[src/rtl/pf_ram_arbiter.sv]
// pf_ram_arbiter: sole driver of an async-read playfield RAM. It clears the RAM after
// reset, then arbitrates video tile fetches (priority) against CPU accesses with a bounded CPU wait.
module pf_ram_arbiter #(
  parameter int              AW           = 10,
  parameter int              DW           = 8,
  parameter bit              CLEAR_EN     = 1'b1,
  parameter logic [DW-1:0]   CLEAR_VAL    = {DW{1'b0}},
  parameter int              CPU_MAX_WAIT = 3
) (
  input  logic          clk,
  input  logic          reset,
  input  logic          vid_req,
  input  logic [AW-1:0] vid_addr,
  output logic [DW-1:0] vid_data,
  output logic          vid_valid,
  input  logic          cpu_req,
  input  logic          cpu_we,
  input  logic [AW-1:0] cpu_addr,
  input  logic [DW-1:0] cpu_wdata,
  output logic [DW-1:0] cpu_rdata,
  output logic          cpu_ack,
  output logic          busy_clear,
  output logic [AW-1:0] ram_a,
  output logic [DW-1:0] ram_din,
  input  logic [DW-1:0] ram_dout,
  output logic          ram_cs_n,
  output logic          ram_we_n
);

  localparam int            WW       = $clog2(CPU_MAX_WAIT + 2);
  localparam logic [WW-1:0] MAX_WAIT = WW'(CPU_MAX_WAIT);

  typedef enum logic [1:0] {
    S_CLEAR = 2'd0,
    S_IDLE  = 2'd1,
    S_ACC   = 2'd2,
    S_DONE  = 2'd3
  } state_t;

  state_t        state_q;
  logic [AW-1:0] clr_cnt_q;
  logic [WW-1:0] wait_q;
  logic [WW-1:0] wait_d;
  logic          cpu_win_d;
  logic          gnt_cpu_q;
  logic [AW-1:0] ram_a_q;
  logic [DW-1:0] ram_din_q;
  logic          ram_cs_n_q;
  logic          ram_we_n_q;
  logic [DW-1:0] vid_data_q;
  logic          vid_valid_q;
  logic [DW-1:0] cpu_rdata_q;
  logic          cpu_ack_q;
  logic          busy_q;

  // Grant decision and CPU starvation counter for the IDLE slot
  always_comb begin
    cpu_win_d = 1'b0;
    wait_d    = wait_q;
    if (state_q == S_IDLE) begin
      cpu_win_d = cpu_req && (!vid_req || (wait_q == MAX_WAIT));
      if (!cpu_req || cpu_win_d) begin
        wait_d = {WW{1'b0}};
      end else begin
        // here video wins against a pending CPU, so wait_q is below MAX_WAIT
        wait_d = wait_q + WW'(1);
      end
    end else begin
      wait_d = wait_q;
    end
  end

  // Controller FSM with registered RAM strobes and requester handshakes
  always_ff @(posedge clk) begin
    if (reset) begin
      state_q     <= CLEAR_EN ? S_CLEAR : S_IDLE;
      clr_cnt_q   <= {AW{1'b0}};
      wait_q      <= {WW{1'b0}};
      gnt_cpu_q   <= 1'b0;
      ram_a_q     <= {AW{1'b0}};
      ram_din_q   <= {DW{1'b0}};
      ram_cs_n_q  <= 1'b1;
      ram_we_n_q  <= 1'b1;
      vid_data_q  <= {DW{1'b0}};
      vid_valid_q <= 1'b0;
      cpu_rdata_q <= {DW{1'b0}};
      cpu_ack_q   <= 1'b0;
      busy_q      <= CLEAR_EN;
    end else begin
      wait_q <= wait_d;
      case (state_q)
        S_CLEAR: begin
          // the write just presented was the top address: clear is complete
          if (!ram_cs_n_q && (ram_a_q == {AW{1'b1}})) begin
            ram_cs_n_q <= 1'b1;
            ram_we_n_q <= 1'b1;
            busy_q     <= 1'b0;
            state_q    <= S_IDLE;
          end else begin
            ram_a_q    <= clr_cnt_q;
            ram_din_q  <= CLEAR_VAL;
            ram_cs_n_q <= 1'b0;
            ram_we_n_q <= 1'b0;
            clr_cnt_q  <= clr_cnt_q + AW'(1);
          end
        end
        S_IDLE: begin
          if (vid_req || cpu_req) begin
            gnt_cpu_q  <= cpu_win_d;
            ram_cs_n_q <= 1'b0;
            if (cpu_win_d) begin
              ram_a_q    <= cpu_addr;
              ram_din_q  <= cpu_wdata;
              ram_we_n_q <= !cpu_we;
            end else begin
              ram_a_q    <= vid_addr;
              ram_din_q  <= {DW{1'b0}};
              ram_we_n_q <= 1'b1;
            end
            state_q <= S_ACC;
          end else begin
            ram_cs_n_q <= 1'b1;
            ram_we_n_q <= 1'b1;
            state_q    <= S_IDLE;
          end
        end
        S_ACC: begin
          ram_cs_n_q <= 1'b1;
          ram_we_n_q <= 1'b1;
          if (gnt_cpu_q) begin
            cpu_ack_q <= 1'b1;
            if (ram_we_n_q) begin
              cpu_rdata_q <= ram_dout;
            end else begin
              cpu_rdata_q <= cpu_rdata_q;
            end
          end else begin
            vid_valid_q <= 1'b1;
            vid_data_q  <= ram_dout;
          end
          state_q <= S_DONE;
        end
        S_DONE: begin
          vid_valid_q <= 1'b0;
          cpu_ack_q   <= 1'b0;
          state_q     <= S_IDLE;
        end
        default: begin
          ram_cs_n_q  <= 1'b1;
          ram_we_n_q  <= 1'b1;
          vid_valid_q <= 1'b0;
          cpu_ack_q   <= 1'b0;
          state_q     <= S_IDLE;
        end
      endcase
    end
  end

  assign vid_data   = vid_data_q;
  assign vid_valid  = vid_valid_q;
  assign cpu_rdata  = cpu_rdata_q;
  assign cpu_ack    = cpu_ack_q;
  assign busy_clear = busy_q;
  assign ram_a      = ram_a_q;
  assign ram_din    = ram_din_q;
  assign ram_cs_n   = ram_cs_n_q;
  assign ram_we_n   = ram_we_n_q;

endmodule

[config.mk]
export PLATFORM = sky130hd
export DESIGN_NAME = pf_ram_arbiter
export DESIGN_NICKNAME = d
export VERILOG_FILES = /design/src/rtl/pf_ram_arbiter.sv
export SDC_FILE = /design/constraint.sdc
export NUM_CORES = 1
export LEC_CHECK = 0
export BUFFER_PORTS_ARGS = -buffer_cell sky130_fd_sc_hd__buf_2
export CORE_MARGIN = 5
export CORE_UTILIZATION = 51
export DETAILED_ROUTE_END_ITERATION = 8
export PLACE_DENSITY = 0.89
export REMOVE_ABC_BUFFERS = 1
export SYNTH_ARGS = -nofsm -noshare
export SYNTH_HDL_FRONTEND = slang
export SYNTH_SLANG_ARGS = --single-unit
[constraint.sdc]
create_clock -name clk -period 2.1 [get_ports clk]
set_input_delay 0.42 -clock clk [delete_from_list [all_inputs] [get_ports clk]]
set_output_delay 0.42 -clock clk [all_outputs]
set_load 0.005 [all_outputs]
# Word-level counts from Yosys, hierarchy flattened
# Index checks and enable logic that the tools add are counted.
# W data, S select, Z words.
dict set report word_totals {
  reg_bits 55
  mem_bits_ro 0
  out_inout_bits 39
  inputBits 41
  ramBits 0
  latchBits 0
  memories 0
}
dict set report op_classes {
  n_bitwise 2
  n_addsub 2
  n_eq_ne 10
  n_div 0
  multipliers 0
  muxes 23
  n_reduce_logical 21
  magnitude_cmp 0
  n_shift 0
}
# op n
set ops {}
lappend ops {{$mux W10} 3}
lappend ops {{$mux W8} 3}
lappend ops {{$pmux W10 S2} 1}
lappend ops {{$pmux W8 S2} 1}
lappend ops {{$reduce_and A2 Y1} 6}
lappend ops {{$add A10 B1 Y10 const B} 1}
lappend ops {{$eq A10 B10 Y1 const B} 1}
lappend ops {{$ne A2 B2 Y1 const B} 4}
lappend ops {{$pmux W2 S4} 1}
lappend ops {{$mux W1} 7}
lappend ops {{$pmux W1 S3} 2}
lappend ops {{$reduce_and A3 Y1} 2}
lappend ops {{$eq A2 B2 Y1 const B} 2}
lappend ops {{$logic_not A1 Y1} 4}
lappend ops {{$mux W2} 2}
lappend ops {{$pmux W1 S2} 2}
lappend ops {{$reduce_bool A2 Y1} 2}
lappend ops {{$add A3 B1 Y3 const B} 1}
lappend ops {{$eq A3 B2 Y1 const B} 1}
lappend ops {{$logic_or A1 B1 Y1} 3}
lappend ops {{$mux W3} 1}
lappend ops {{$reduce_bool A3 Y1} 1}
lappend ops {{$eq A2 B1 Y1 const B} 1}
lappend ops {{$logic_and A1 B1 Y1} 2}
lappend ops {{3 further kinds} 4}

# Logic depth before layout (Yosys ltp)
dict set report logic_depth {
  word_depth 7
  ltp_mapped 8
  depth_no_buf 6
}

# Least setup slack after synthesis
# Ideal clock, no wire load.
dict set report synth_path {
  path_kind {flip-flop to flip-flop}
  from {register wait_q[0]}
  to {register ram_a_q[8], in the netlist ram_a[8]}
  path_slack_ns 0.379
  arrival_time_ns 1.620
  stages_incl_launch_ff 8
  t_required_ns 1.999
  path_cell_list {dfxtp_1 -> ha_1 -> ha_1 -> nor2b_1 -> nor2_4 -> buf_4 -> mux2i_1 -> o41ai_1}
}
dict set report synth_via {
  elab_chain_cells 7
}
# element line
set synth_rtl {}
lappend synth_rtl {{start: declaration} 42} ;# logic [WW-1:0] wait_q;
lappend synth_rtl {{start signal: assignment} 78} ;# wait_q <= {WW{1'b0}};
lappend synth_rtl {{start signal: assignment} 90} ;# wait_q <= wait_d;
lappend synth_rtl {{$eq A3 B2 Y1} 61} ;# cpu_win_d = cpu_req && (!vid_req || (wait_q == MAX_WAIT));
lappend synth_rtl {{$logic_or A1 B1 Y1} 61}
lappend synth_rtl {{$logic_and A1 B1 Y1} 61}
lappend synth_rtl {{$mux W1} 60} ;# if (state_q == S_IDLE) begin
lappend synth_rtl {{$mux W10} 111} ;# if (cpu_win_d) begin
lappend synth_rtl {{$mux W10} 108} ;# if (vid_req || cpu_req) begin
lappend synth_rtl {{$pmux W10 S2} 91} ;# case (state_q)
lappend synth_rtl {{end signal: assignment} 100} ;# ram_a_q <= clr_cnt_q;
lappend synth_rtl {{end signal: assignment} 112} ;# ram_a_q <= cpu_addr;
lappend synth_rtl {{end signal: assignment} 116} ;# ram_a_q <= vid_addr;
lappend synth_rtl {{end: declaration} 46} ;# logic [AW-1:0] ram_a_q;
# No other way between the ends. The select of a mux whose other input is x is not followed.
# A chain may end at the register's enable or synchronous reset.

# Worst setup path in the final report
dict set report layout_path {
  from {register wait_q[0]}
  to {register ram_a_q[0], in the netlist ram_a[0]}
}
# Same word-level chain as after synthesis.

==> impl_metrics.tcl <==
set metrics [dict create \
    dp.cells 430 \
    drive_gt1_share_pct 28.0 \
    seq_area_um2 1100 \
    grt_pass1_wl_um 10800 \
    dr.pass1.iters 4 \
    ys_seq_elements 55 \
    ys_top_cells_by_area "dfxtp_1, mux2i_1, a21oi_1" \
    relSlewSlack_pct 63.7 \
    period_needed_ns 1.87 \
    finClkSkew_ns 0.00455 \
    die_y_um 80.6 \
    min_period_over_period_pct 89.1 \
    synth_edf_count 0 \
    path_max_fanout 14 \
    initial_core_util_pct 53.1 \
    final_util_pct 66.0 \
    ys_top_cells_by_count "dfxtp_1, nor2_1, a21oi_1" \
    setup_violations 0 \
    syn_to_final_growth_pct 24.4 \
    synth-seq-area-share_pct 43.3 \
    htreeDepth 2 \
    synth.distinct_cells 36 \
    drt_iter0_markers 180 \
    hold-worst-slack_ns 0.356 \
    fin_nets 423 \
    root_buffer "clkbuf_8" \
    fp-row-count 25 \
    n_fill_cell 414 \
    finalHoldViolCount 0 \
    instances_no_fill 442 \
    hpwlAfterDp_um 4850 \
    drcViolationCount 0 \
    die_x_um 80.6 \
    insertedDiodeCount 0 \
    cts_buffers 5 \
    critical_path_required_ns 2.32 \
    crit_path_end_kind "register" \
    io_buffers 79 \
    grt_overflow 0 \
    wl_per_cell_um 14.7 \
    syn_inst 293 \
    drv_slew 0 \
    syn_avg_cell_area_um2 8.67 \
    fmax_mhz 534 \
    core_um2 4790 \
    synth_ff_type "dfxtp_1" \
    synth_area_um2 2540 \
    grt_max_degree 27 \
    min_path_type "in -> reg" \
    async_reset_ff_share_pct 0 \
    insertion_delay_ns 0.31 \
    drtAntennaViolNets 0 \
    gp_congestion 0.828 \
    peakVddDrop_mv 0.380 \
    die_area_um2 6490 \
    yosysMostFrequentCell "dfxtp_1" \
    vias 2453 \
    p_per_area_nw_per_um2 683 \
    clock_sinks 55 \
    clkTransAtPathRegs_ns 0.09 \
    p_leak_nw 1.39 \
    cts_tree "done" \
    wirelength_um 6510 \
    grt_pass1_vias 2418 \
    synth_top_cell_area_share_pct 43.3 \
    start_kind "register" \
    worst-setup-path-type "reg -> reg" \
    multi_input_area_um2 1340 \
    yosys.area.top_type "dfxtp_1" \
    pin_count 80 \
    worstMarginPinSlew_ns 0.543 \
    antenna_found_initial 0 \
    cts_buffer_depth 2 \
    yosys_warnings 0 \
    vias_per_cell 5.55 \
    status "finished clean" \
    cap_viol_max_count 0 \
    grt_setup_unrepaired "no" \
    critPathArrivalTime_ns 2.09 \
    grt_use_total_pct 21.0 \
]
## sequential cells by signal, indices dropped and copies added (netlist names)
register	cells
clr_cnt_q	10
ram_a	10
cpu_rdata	8
ram_din	8
vid_data	8
wait_q	3
state_q	2
busy_clear	1
cpu_ack	1
gnt_cpu_q	1
ram_cs_n	1
ram_we_n	1
vid_valid	1
## worst paths after layout
| check | startpoint | slack (ns) | cells after the start | end |
|---|---|---|---|---|
| worst max-delay path | wait_q[0]$_SDFFE_PP0P_ | 0.23 | 8 | ram_a[0]$_SDFFE_PP0P_ |
| worst min-delay path | ram_dout[0] | 0.36 | 3 | vid_data[0]$_SDFFE_PP0P_ |
| worst max register to register | wait_q[0]$_SDFFE_PP0P_ | 0.23 | 8 | ram_a[0]$_SDFFE_PP0P_ |
| worst min register to register | vid_data[3]$_SDFFE_PP0P_ | 0.46 | 2 | vid_data[3]$_SDFFE_PP0P_ |
## critical path, stage by stage (launching register included)
cell	delay, ns
dfxtp_1	0.33
ha_1	0.19
ha_1	0.17
nor2b_1	0.34
nor2_4	0.06
buf_12	0.16
buf_4	0.14
mux2i_1	0.10
o41ai_1	0.27
## metal layers
layer  routed length (µm)  global-route usage (%)  vias to the layer above
met3                  401                    3.70                        9
met5                    0                       0                        -
met2                 3240                    37.7                       84
met4                   89                    7.94                        0
li1                     -                       -                     1217
met1                 2780                    24.5                     1143
## power by group
part,switching [W],total [W],internal (W)
Sequential,0.0000478,0.00114,0.00109
Combinational,0.000223,0.000382,0.000159
Clock,0.000335,0.000635,0.000300
Total,0.000606,0.00216,0.00155
## final cells by class
| type | count | share of cell area (%) |
|---|---|---|
| inverters | 8 | 0.950 |
| repair buffers | 92 | 16.0 |
| flip-flops and latches | 55 | 34.8 |
| multi-input cells | 212 | 42.3 |
| clock inverters | 1 | 0.238 |
| well taps | 67 | 2.65 |
| clock buffers | 7 | 3.05 |
## what timing repair did
item | in CTS | in global routing
gates resized for setup | 0 | 1
setup endpoints to repair | 0 | 10
setup buffers | 0 | 4
hold buffers | 0 | 0
## placed cells by master, fill, tap and decap left out, types with 2 or more instances in the layout
master,n
a21oi_1,30
and4_1,3
buf_2,79
buf_4,12
clkbuf_8,7
dfxtp_1,55
ha_1,8
inv_1,8
mux2_2,2
mux2i_1,19
nand2_1,25
nand2b_1,14
nand3_1,5
nand4_1,11
nor2_1,32
nor2b_1,3
o211ai_1,10
o21ai_0,13
o31ai_1,4
o41ai_1,11
or3_1,6
or4_1,3
## through the flow
step           setup TNS, ns  setup slack, ns  cell area (µm²)  total power (W)
2_1_floorplan         -0.758           -0.105             2470          0.00135
3_3_place_gp               0            0.245             3010          0.00152
3_5_place_dp               0           0.0549             3010          0.00153
4_1_cts                    0           0.0156             3120          0.00216
5_1_grt                    0            0.119             3160          0.00226
6_report                   0            0.228             3160          0.00216
## logic make-up after synthesis
kind of cell               after synthesis  synth area share (%)
AOI/OAI and AO/OA                       75                  18.7
xor gates and xnor gates                 1                 0.345
adders and majority gates                8                  3.94
buffers and inverters                   26                  4.09
DFF                                     55                  43.3
muxes                                   21                  8.37
and+or+nand+nor                        107                  21.3
(Power assumes the default switching activity.)
